===== src/rtl/mem_stage.sv =====
`default_nettype none
// ============================================================================
// Module   : mem_stage
// Purpose  : Memory-access stage of the 5-stage RISC-V pipeline. Issues
//            loads/stores on a req/ack data-memory bus with byte-lane
//            alignment, sign/zero-extends load data, stalls the upstream
//            pipeline while an access is outstanding and registers the
//            write-back value into the MEM/WB boundary.
// Ports    : clk, rst_n (sync, active-low)
//            mem_*      : registered EX/MEM control and data (inputs)
//            dmem_*     : data-memory request/acknowledge bus
//            mem_stall  : combinational freeze of IF..EX/MEM
//            mem_misalign : one-cycle misaligned-access pulse
//            wb_*       : MEM/WB register outputs
// Options  : MEM_MISALIGN_TRAP_EN - when defined, misaligned halfword/word
//            accesses are trapped instead of issued on the bus.
// Revision : 1.0 - initial release
// ============================================================================
module mem_stage (
   input  logic        clk,
   input  logic        rst_n,
   input  logic        mem_MemRW,
   input  logic        mem_MemRead,
   input  logic        mem_RegWEn,
   input  logic [2:0]  mem_funct3,
   input  logic [1:0]  mem_WBSel,
   input  logic [4:0]  mem_rd,
   input  logic [31:0] mem_ALU_out,
   input  logic [31:0] mem_DataB,
   input  logic [31:0] mem_pc,
   output logic        dmem_req,
   output logic        dmem_we,
   output logic [31:0] dmem_addr,
   output logic [31:0] dmem_wdata,
   output logic [3:0]  dmem_be,
   input  logic        dmem_ack,
   input  logic [31:0] dmem_rdata,
   output logic        mem_stall,
   output logic        mem_misalign,
   output logic        wb_RegWEn,
   output logic [4:0]  wb_rd,
   output logic [31:0] wb_data
);

   typedef enum logic [0:0] {
      S_IDLE = 1'b0,
      S_BUSY = 1'b1
   } state_t;

   state_t      r_state;
   state_t      w_state_nxt;

   logic        w_access;
   logic        w_misaligned;
   logic        w_trap;
   logic        w_start;
   logic        w_done;

   logic [3:0]  w_be;
   logic [31:0] w_wdata;

   logic [2:0]  r_funct3;
   logic [1:0]  r_off;
   logic [4:0]  r_rd;
   logic        r_regwen;
   logic        r_is_load;

   logic [7:0]  w_ld_byte;
   logic [15:0] w_ld_half;
   logic [31:0] w_ld_data;
   logic [31:0] w_wb_sel;

   assign w_access = mem_MemRW | mem_MemRead;

`ifdef MEM_MISALIGN_TRAP_EN
   assign w_misaligned = ((mem_funct3[1:0] == 2'b01) &&  mem_ALU_out[0]) ||
                         ((mem_funct3[1:0] == 2'b10) && (mem_ALU_out[1:0] != 2'b00));
`else
   assign w_misaligned = 1'b0;
`endif

   // Trap is only evaluated while idle; in BUSY the inputs are frozen anyway.
   assign w_trap = (r_state == S_IDLE) && w_access && w_misaligned;

   // ---------------------------------------------------------------- FSM
   always_ff @(posedge clk) begin
      if (!rst_n) r_state <= S_IDLE;
      else        r_state <= w_state_nxt;
   end

   always_comb begin
      w_state_nxt = r_state;
      w_start     = 1'b0;
      w_done      = 1'b0;
      mem_stall   = 1'b0;
      case (r_state)
         S_IDLE: begin
            if (w_access && !w_misaligned) begin
               w_start     = 1'b1;
               mem_stall   = 1'b1;
               w_state_nxt = S_BUSY;
            end
         end
         S_BUSY: begin
            if (dmem_ack) begin
               w_done      = 1'b1;
               w_state_nxt = S_IDLE;
            end else begin
               mem_stall   = 1'b1;
            end
         end
         default: w_state_nxt = S_IDLE;
      endcase
   end

   // ---------------------------------------------------- store lane steering
   always_comb begin
      w_be    = 4'b1111;
      w_wdata = mem_DataB;
      case (mem_funct3[1:0])
         2'b00: begin
            w_be    = 4'b0001 << mem_ALU_out[1:0];
            w_wdata = {4{mem_DataB[7:0]}};
         end
         2'b01: begin
            w_be    = mem_ALU_out[1] ? 4'b1100 : 4'b0011;
            w_wdata = {2{mem_DataB[15:0]}};
         end
         default: begin
            w_be    = 4'b1111;
            w_wdata = mem_DataB;
         end
      endcase
   end

   // ---------------------------------------------------- load extraction
   always_comb begin
      w_ld_byte = dmem_rdata[7:0];
      case (r_off)
         2'd0:    w_ld_byte = dmem_rdata[7:0];
         2'd1:    w_ld_byte = dmem_rdata[15:8];
         2'd2:    w_ld_byte = dmem_rdata[23:16];
         default: w_ld_byte = dmem_rdata[31:24];
      endcase
      w_ld_half = r_off[1] ? dmem_rdata[31:16] : dmem_rdata[15:0];
      case (r_funct3)
         3'b000:  w_ld_data = {{24{w_ld_byte[7]}}, w_ld_byte};
         3'b100:  w_ld_data = {24'd0, w_ld_byte};
         3'b001:  w_ld_data = {{16{w_ld_half[15]}}, w_ld_half};
         3'b101:  w_ld_data = {16'd0, w_ld_half};
         default: w_ld_data = dmem_rdata;
      endcase
   end

   // Non-memory write-back select; 2'b00 without a load has no data source.
   always_comb begin
      case (mem_WBSel)
         2'b00:   w_wb_sel = 32'd0;
         2'b10:   w_wb_sel = mem_pc + 32'd4;
         default: w_wb_sel = mem_ALU_out;
      endcase
   end

   // ---------------------------------------------- bus and MEM/WB registers
   always_ff @(posedge clk) begin
      if (!rst_n) begin
         dmem_req   <= 1'b0;
         dmem_we    <= 1'b0;
         dmem_addr  <= 32'd0;
         dmem_wdata <= 32'd0;
         dmem_be    <= 4'd0;
         r_funct3   <= 3'd0;
         r_off      <= 2'd0;
         r_rd       <= 5'd0;
         r_regwen   <= 1'b0;
         r_is_load  <= 1'b0;
         wb_RegWEn  <= 1'b0;
         wb_rd      <= 5'd0;
         wb_data    <= 32'd0;
      end else begin
         if (w_start) begin
            dmem_req   <= 1'b1;
            dmem_we    <= mem_MemRW;
            dmem_addr  <= {mem_ALU_out[31:2], 2'b00};
            dmem_wdata <= w_wdata;
            dmem_be    <= w_be;
            r_funct3   <= mem_funct3;
            r_off      <= mem_ALU_out[1:0];
            r_rd       <= mem_rd;
            r_regwen   <= mem_RegWEn;
            r_is_load  <= mem_MemRead;
         end else if (w_done) begin
            dmem_req   <= 1'b0;
         end

         if (w_done) begin
            wb_RegWEn <= r_regwen & r_is_load;
            wb_rd     <= r_rd;
            wb_data   <= r_is_load ? w_ld_data : 32'd0;
         end else if (mem_stall || w_trap) begin
            // bubble: data holds so the visible value only changes on results
            wb_RegWEn <= 1'b0;
            wb_rd     <= 5'd0;
         end else begin
            wb_RegWEn <= mem_RegWEn;
            wb_rd     <= mem_rd;
            wb_data   <= w_wb_sel;
         end
      end
   end

`ifdef MEM_MISALIGN_TRAP_EN
   always_ff @(posedge clk) begin
      if (!rst_n) mem_misalign <= 1'b0;
      else        mem_misalign <= w_trap;
   end
`else
   assign mem_misalign = 1'b0;
`endif

endmodule
`default_nettype wire


===== config.mk =====
export PLATFORM = sky130hd
export DESIGN_NAME = mem_stage
export DESIGN_NICKNAME = d
export VERILOG_FILES = /design/src/rtl/mem_stage.sv
export SDC_FILE = /design/constraint.sdc
export NUM_CORES = 1
export LEC_CHECK = 0
export CAP_MARGIN = 5
export CORE_MARGIN = 2
export CORE_UTILIZATION = 48
export CTS_CLUSTER_DIAMETER = 120
export CTS_CLUSTER_SIZE = 10
export DETAILED_ROUTE_END_ITERATION = 16
export GPL_TIMING_DRIVEN = 0
export MAX_ROUTING_LAYER = met4
export PLACE_DENSITY = 0.87
export SLEW_MARGIN = 20
export SYNTH_ARGS = -nofsm -noshare
export SYNTH_HDL_FRONTEND = slang
export SYNTH_SLANG_ARGS = --single-unit

===== constraint.sdc =====
create_clock -name clk -period 3.95 [get_ports clk]
set_input_delay 0.5925 -clock clk [delete_from_list [all_inputs] [get_ports clk]]
set_output_delay 0.5925 -clock clk [all_outputs]
set_load 0.05 [all_outputs]

==> results.sh, run 1 <==
export IMPL_outcome="complete, no violations"
export IMPL_timing_reg2reg_worst_path_depth=7
export IMPL_synth_top_family_by_area="compound AO/OA/AOI/OAI gates"
export IMPL_initial_util=0.490
export IMPL_cell_pwr_density_nw_per_um2=424
export IMPL_global_route_overflow_total=0
export IMPL_drv_max_cap_violation_count=0
export IMPL_drive_above_1_share=0.0704
export IMPL_routed_metal_1_wire_length_um=10900
export IMPL_hold_viol=0
export IMPL_first_global_vias=7306
export IMPL_worst_hold_path_type="register to register"
export IMPL_critical_path_startpoint="mem_MemRW"
export IMPL_ys_dominant_reg_cell="dfxtp_1"
export IMPL_netlist_area_leader_share=0.367
export IMPL_post_synth_instance_area_um2=6490
export IMPL_fp_coreArea_um2=13200
export IMPL_final_cells=1270
export IMPL_critPathRequiredTime_ps=3360
export IMPL_yosysUniqueCellTypes=71
export IMPL_dr_total_vias=7646
export IMPL_clock_sinks=119
export IMPL_yosys_reg_bits=119
export IMPL_initial_antenna_violation_count=1
export IMPL_syn_avg_cell_area_um2=8.02
export IMPL_syn_to_final_growth_pct=51.7
export IMPL_cts_root_buf="clkbuf_16"
export IMPL_met3_routed_wirelength_um=2620
export IMPL_clk_pin_slew_ps=50
export IMPL_holdBufCountCts=0
export IMPL_synth_seq_area_share=0.367
export IMPL_gp_congestion=1.00
export IMPL_detail_route_antenna_nets=0
export IMPL_fin_setup_tns_ps=0
export IMPL_via_per_inst=6.02
export IMPL_synth_edf_count=0
export IMPL_grt_start_max_net_pins=17
export IMPL_placed_instances=1237
export IMPL_ys_top_cells_by_area="dfxtp_1, nand2_1, a21boi_0"
export IMPL_rows=42
export IMPL_clock_insertion_delay_worst_skew_ps=430
export IMPL_final_setup_viol_count=0
export IMPL_critical_path_max_fanout=10
export IMPL_startpoint_type="primary input"
export IMPL_routed_wire_length_um=27000
export IMPL_drt_pass1_iter_count=8
export IMPL_post_synth_top_count_cell="nand2_1"
export IMPL_async_reset_ff_frac=0
export IMPL_floorplan_die_width_um=120
export IMPL_synth_simple_gate_area_frac=0.212
export IMPL_detailedRoute_firstIterationViolations=975
export IMPL_adder_cell_share_of_the_synthesized_area=0.00193
export IMPL_top_layer="met4"
export IMPL_timing_final_crit_period_ps=3570
export IMPL_grt_setup_unrepaired="false"
export IMPL_synth_xor_xnor_area_share=0.0148
export IMPL_postCtsSetupRepairBufs=0
export IMPL_fp_dieH_um=120
export IMPL_global_route_usage_total=0.376
export IMPL_detailed_route_wire_length_per_cell_um=21.2
export IMPL_worstSetupPathType="primary input to primary output"
export IMPL_netlist_top_cells_count="nand2_1, dfxtp_1, a21boi_0, o21ai_0, clkbuf_1"
export IMPL_drcViolationCount=0
export IMPL_cts_htree_levels=4
export IMPL_period_utilization=0.903
export IMPL_fin_nets=1225
export IMPL_relSlewSlack=0.354
export IMPL_syn_inst=810
export IMPL_synthesis_yosys_warnings=0
export IMPL_cts_tree="done"
export IMPL_cts_resized=0
export IMPL_ios=254
export IMPL_timing_critical_path_to_type="primary output"
export IMPL_synth_largest_area_cell="dfxtp_1"
export IMPL_worst_reg2reg_path_startpoint="r_state"
export IMPL_worst_slew_pin_slew_ps=961
export IMPL_max_clock_path_buffers=2
export IMPL_port_buffers=249
export IMPL_post_synth_mux_area_share=0.0549
export IMPL_synth_compound_gate_area_share=0.290
export IMPL_crit_arrival_ps=2970
export IMPL_grt_pass1_wl_um=40600
export IMPL_final_max_slew_viol_count=0
export IMPL_holdCritStartpoint="dmem_wdata[29]"
export IMPL_placed_wire_length_estimate_um=20400
export IMPL_floorplan_die_area_um2=14500
export IMPL_vdd_ir_drop_worst_v=0.000313
export IMPL_p_leak_uw=0.00376
export IMPL_hold_path_depth=2
export IMPL_cts_bufs_inserted=17
export IMPL_met2RoutedLength_um=12200
export IMPL_max_freq_mhz=280
export IMPL_clock_skew_final_ps=4.58
-- layer usage --
metal / vias to the layer above / global-route usage
li1: 3463 / -
met1: 3615 / 0.471
met2: 460 / 0.581
met3: 108 / 0.102
met4: 0 / 0.148
met5: - / -
-- through the flow --
stage	total power (uW)	instance area, um^2	util	setup slack (ps)	hold WS, ps
floorplan	2010	6500	-	1840	443
global route	4300	9850	0.744	384	482
finish	4180	9850	0.744	383	462
global placement	2490	9210	0.696	500	450
detailed placement	2500	9210	0.696	519	456
CTS	4160	9850	0.744	475	463
-- where the power goes --
group	switching, uW	total (uW)	internal [uW]
registers	58.1	1360	1300
logic	717	1150	434
clock network	554	1670	1120
-- state kept, by name, summed over array words and instances, names as in the netlist, 2 cells and up --
name / flops
r_rd: 5
r_off: 2
dmem_addr: 30
dmem_wdata: 32
wb_data: 32
wb_rd: 5
r_funct3: 3
dmem_be: 4
-- final timing paths --
| path | slack (ps) | end |
|---|---|---|
| max | 380 | mem_stall |
| min reg2reg | 460 | dmem_wdata[29] |
| min | 460 | dmem_wdata[29] |
| max reg2reg | 1570 | wb_data[15] |
-- kinds of logic after synthesis --
group	Yosys count
and+or+nand+nor	295
AOI/OAI and AO/OA	269
other	1
xor gates and xnor gates	11
muxes	32
buffers and inverters	82
DFF	119
adders and majority gates	1
-- cell type report --
class,count,area [um^2]
clock inverter,8,143
antenna,1,2.50
inverter,14,52.6
sequential,119,2380
timing repair buffer,249,2490
tap,176,220
multi-input combinational,611,3730
buffer,68,334
fill,1013,3390
clock buffer,24,492
-- critical path: stages --
cell,delay [ps]
clkdlybuf4s50_1,580
or3_1,150
clkbuf_1,300
nand2_1,200
buf_6,190
inv_1,110
clkdlybuf4s50_1,840
-- cells in the final DEF, fill, tap and decap left out, types with 5 or more instances in the layout --
master	count
xnor2_1	7
o22ai_1	6
and4_1	5
clkbuf_1	50
a21oi_1	31
a22oi_1	8
nor2b_1	7
nor4_1	5
mux2i_1	21
clkbuf_16	17
a221oi_1	15
o21ai_0	60
nand3_1	15
nand2b_1	5
nor2_1	19
clkbuf_8	7
buf_2	8
a32oi_1	5
a21boi_0	60
mux2_2	9
o211ai_1	12
and3_1	7
o21a_1	12
nand2_1	188
dfxtp_1	119
clkdlybuf4s50_1	249
nor3_1	14
a31oi_1	13
inv_1	13
o211a_1	18
and2_1	5
(Power assumes the default switching activity.)
==> run 2, diff against run 1 <==
--- a/config.mk
+++ b/config.mk
@@ -7,13 +7,14 @@
 export LEC_CHECK = 0
 export CAP_MARGIN = 5
 export CORE_MARGIN = 2
-export CORE_UTILIZATION = 48
+export CORE_UTILIZATION = 49
+export CTS_BUF_LIST = sky130_fd_sc_hd__clkbuf_8
 export CTS_CLUSTER_DIAMETER = 120
 export CTS_CLUSTER_SIZE = 10
 export DETAILED_ROUTE_END_ITERATION = 16
 export GPL_TIMING_DRIVEN = 0
 export MAX_ROUTING_LAYER = met4
-export PLACE_DENSITY = 0.87
+export PLACE_DENSITY = 0.89
 export SLEW_MARGIN = 20
 export SYNTH_ARGS = -nofsm -noshare
 export SYNTH_HDL_FRONTEND = slang
==> run 2 against run 1 <==
Net effect: utilization down 1.3 points; total power down 16%; wire length down 4.9%; design area down 2.9%; global-route usage down 1.1 points; combinational power barely moved; clock-buffer cell count is 5 lower; maximum frequency rose by 1.4%; hold slack improved by 0.91 ps; die area fell by 2.0%.
==> results.sh, run 2 (synthesized netlist as in run 1, its figures left out) <==
export IMPL_outcome="complete, no violations"
export IMPL_clock_sinks=119
export IMPL_timing_final_crit_period_ps=3520
export IMPL_max_freq_mhz=284
export IMPL_place_ws_ps=511
export IMPL_worst_slew_pin_slew_ps=1010
export IMPL_leading_cell_type_in_the_layout_fill_and_taps_excluded="clkdlybuf4s50_1"
export IMPL_routed_wire_length_um=25600
export IMPL_worstSetupPathType="primary input to primary output"
export IMPL_fin_nets=1225
export IMPL_detailed_route_wire_length_per_cell_um=20.2
export IMPL_grt_start_max_net_pins=17
export IMPL_floorplan_die_area_um2=14200
export IMPL_cts_tree="done"
export IMPL_critPathTopFamily="buffers and inverters"
export IMPL_fp_dieH_um=119
export IMPL_ios=254
export IMPL_crit_path_max_incr_delay_ps=830
export IMPL_diodes=0
export IMPL_via_per_inst=5.95
export IMPL_fillerInstances=1007
export IMPL_worst_hold_path_type="register to register"
export IMPL_detail_route_antenna_nets=0
export IMPL_final_critical_path_setup_slack_ps=432
export IMPL_critical_path_most_common_cell="clkdlybuf4s50_1"
export IMPL_postCtsSetupRepairBufs=0
export IMPL_fp_coreArea_um2=13100
export IMPL_global_route_overflow_total=0
export IMPL_timing_reg2reg_worst_path_depth=6
export IMPL_initial_antenna_violation_count=0
export IMPL_cts_resized=0
export IMPL_syn_to_final_growth_pct=47.2
export IMPL_period_utilization=0.891
export IMPL_initial_util=0.496
export IMPL_drcViolationCount=0
export IMPL_first_global_vias=7063
export IMPL_vdd_ir_drop_worst_v=0.000203
export IMPL_crit_path_cell_trace="clkdlybuf4s50_1 > or3_1 > clkbuf_1 > nand2_1 > buf_6 > inv_1 > clkdlybuf4s50_1"
export IMPL_placed_wire_length_estimate_um=19900
export IMPL_cts_root_buf="clkbuf_8"
export IMPL_cp_num_buf_inv=5
export IMPL_hold_path_depth=2
export IMPL_final_setup_viol_count=0
export IMPL_hold_viol=0
export IMPL_port_buffers=249
export IMPL_fin_setup_tns_ps=0
export IMPL_crit_arrival_ps=2930
export IMPL_clock_skew_final_ps=8.32
export IMPL_floorplan_die_width_um=119
export IMPL_rows=42
export IMPL_gp_congestion=1.02
export IMPL_layout_common_cells="clkdlybuf4s50_1, nand2_1, dfxtp_1"
export IMPL_relSlewSlack=0.321
export IMPL_cts_htree_levels=4
export IMPL_clk_pin_slew_ps=70
export IMPL_drv_max_cap_violation_count=0
export IMPL_timing_critical_path_to_type="primary output"
export IMPL_reg_top3="dmem_wdata x32, wb_data x32, dmem_addr x30"
export IMPL_cell_pwr_density_nw_per_um2=366
export IMPL_p_leak_uw=0.00364
export IMPL_grt_pass1_wl_um=38900
export IMPL_dr_total_vias=7539
export IMPL_path_depth=7
export IMPL_cts_bufs_inserted=17
export IMPL_finish_instance_area_um2=9560
export IMPL_critPathRequiredTime_ps=3360
export IMPL_detailedRoute_firstIterationViolations=921
export IMPL_holdBufCountCts=0
export IMPL_startpoint_type="primary input"
export IMPL_critical_path_max_fanout=10
export IMPL_final_max_slew_viol_count=0
export IMPL_cell_at_the_slowest_stage_of_the_critical_path="clkdlybuf4s50_1"
export IMPL_clock_insertion_delay_worst_skew_ps=450
export IMPL_grt_setup_unrepaired="false"
export IMPL_drive_above_1_share=0.0697
export IMPL_max_clock_path_buffers=2
export IMPL_drt_pass1_iter_count=6
export IMPL_placed_cell_area_um2=9210
export IMPL_global_route_usage_total=0.366
## run 2: cell count changes in the layout (fill, tap and decap cells not counted), sizes merged
| cell | change |
|---|---|
| clkinvlp | +1 |
| clkbuf | -5 |
| inv | +2 |
| clkinv | +3 |
| diode | -1 |
| bufinv | -3 |
## run 2: layout make-up
cell class,count,area (um^2),share of cell area
buffer,68,334,0.0349
clock buffer,19,262,0.0273
clock inverter,11,86.3,0.00903
inverter,14,52.6,0.00550
multi-input combinational,611,3730,0.390
sequential,119,2380,0.249
tap,176,220,0.0230
timing repair buffer,249,2490,0.261
## run 2: worst min-delay path: stages (launching register included)
cell and delay, ps:
dfxtp_1 310, nand2_1 50, a21boi_0 60
## run 2: stage by stage
stage | hold slack, ps | std cells | utilization | power (uW)
global placement | 449 | 1237 | 0.704 | 2490
global route | 481 | 1267 | 0.731 | 3630
CTS | 466 | 1267 | 0.731 | 3490
floorplan | 443 | 812 | - | 2010
detailed placement | 457 | 1237 | 0.704 | 2500
finish | 463 | 1267 | 0.731 | 3500
## run 2: per-layer routing
| metal | routed length, um | part of all wire | global-route usage | vias to the layer above |
|---|---|---|---|---|
| met2 | 11200 | 0.44 | 0.541 | 531 |
| met4 | 1190 | 0.046 | 0.165 | 0 |
| met1 | 10200 | 0.40 | 0.468 | 3467 |
| li1 | - | - | - | 3447 |
| met5 | 0 | 0 | - | - |
| met3 | 3050 | 0.12 | 0.0972 | 94 |
## run 2: final timing paths
| kind | end | from | slack, ps |
|---|---|---|---|
| worst max register to register | wb_data[14] | r_state | 1600 |
| worst min register to register | dmem_addr[15] | dmem_addr[15] | 460 |
| worst min-delay path | dmem_addr[15] | dmem_addr[15] | 460 |
| worst max-delay path | mem_stall | mem_MemRW | 430 |
## run 2: where the power goes
group / switching (uW) / leakage [uW] / internal (uW)
Clock: 492 / 0.000185 / 512
Sequential: 55.0 / 0.000982 / 1300
Combinational: 711 / 0.00247 / 434
Total: 1260 / 0.00364 / 2240
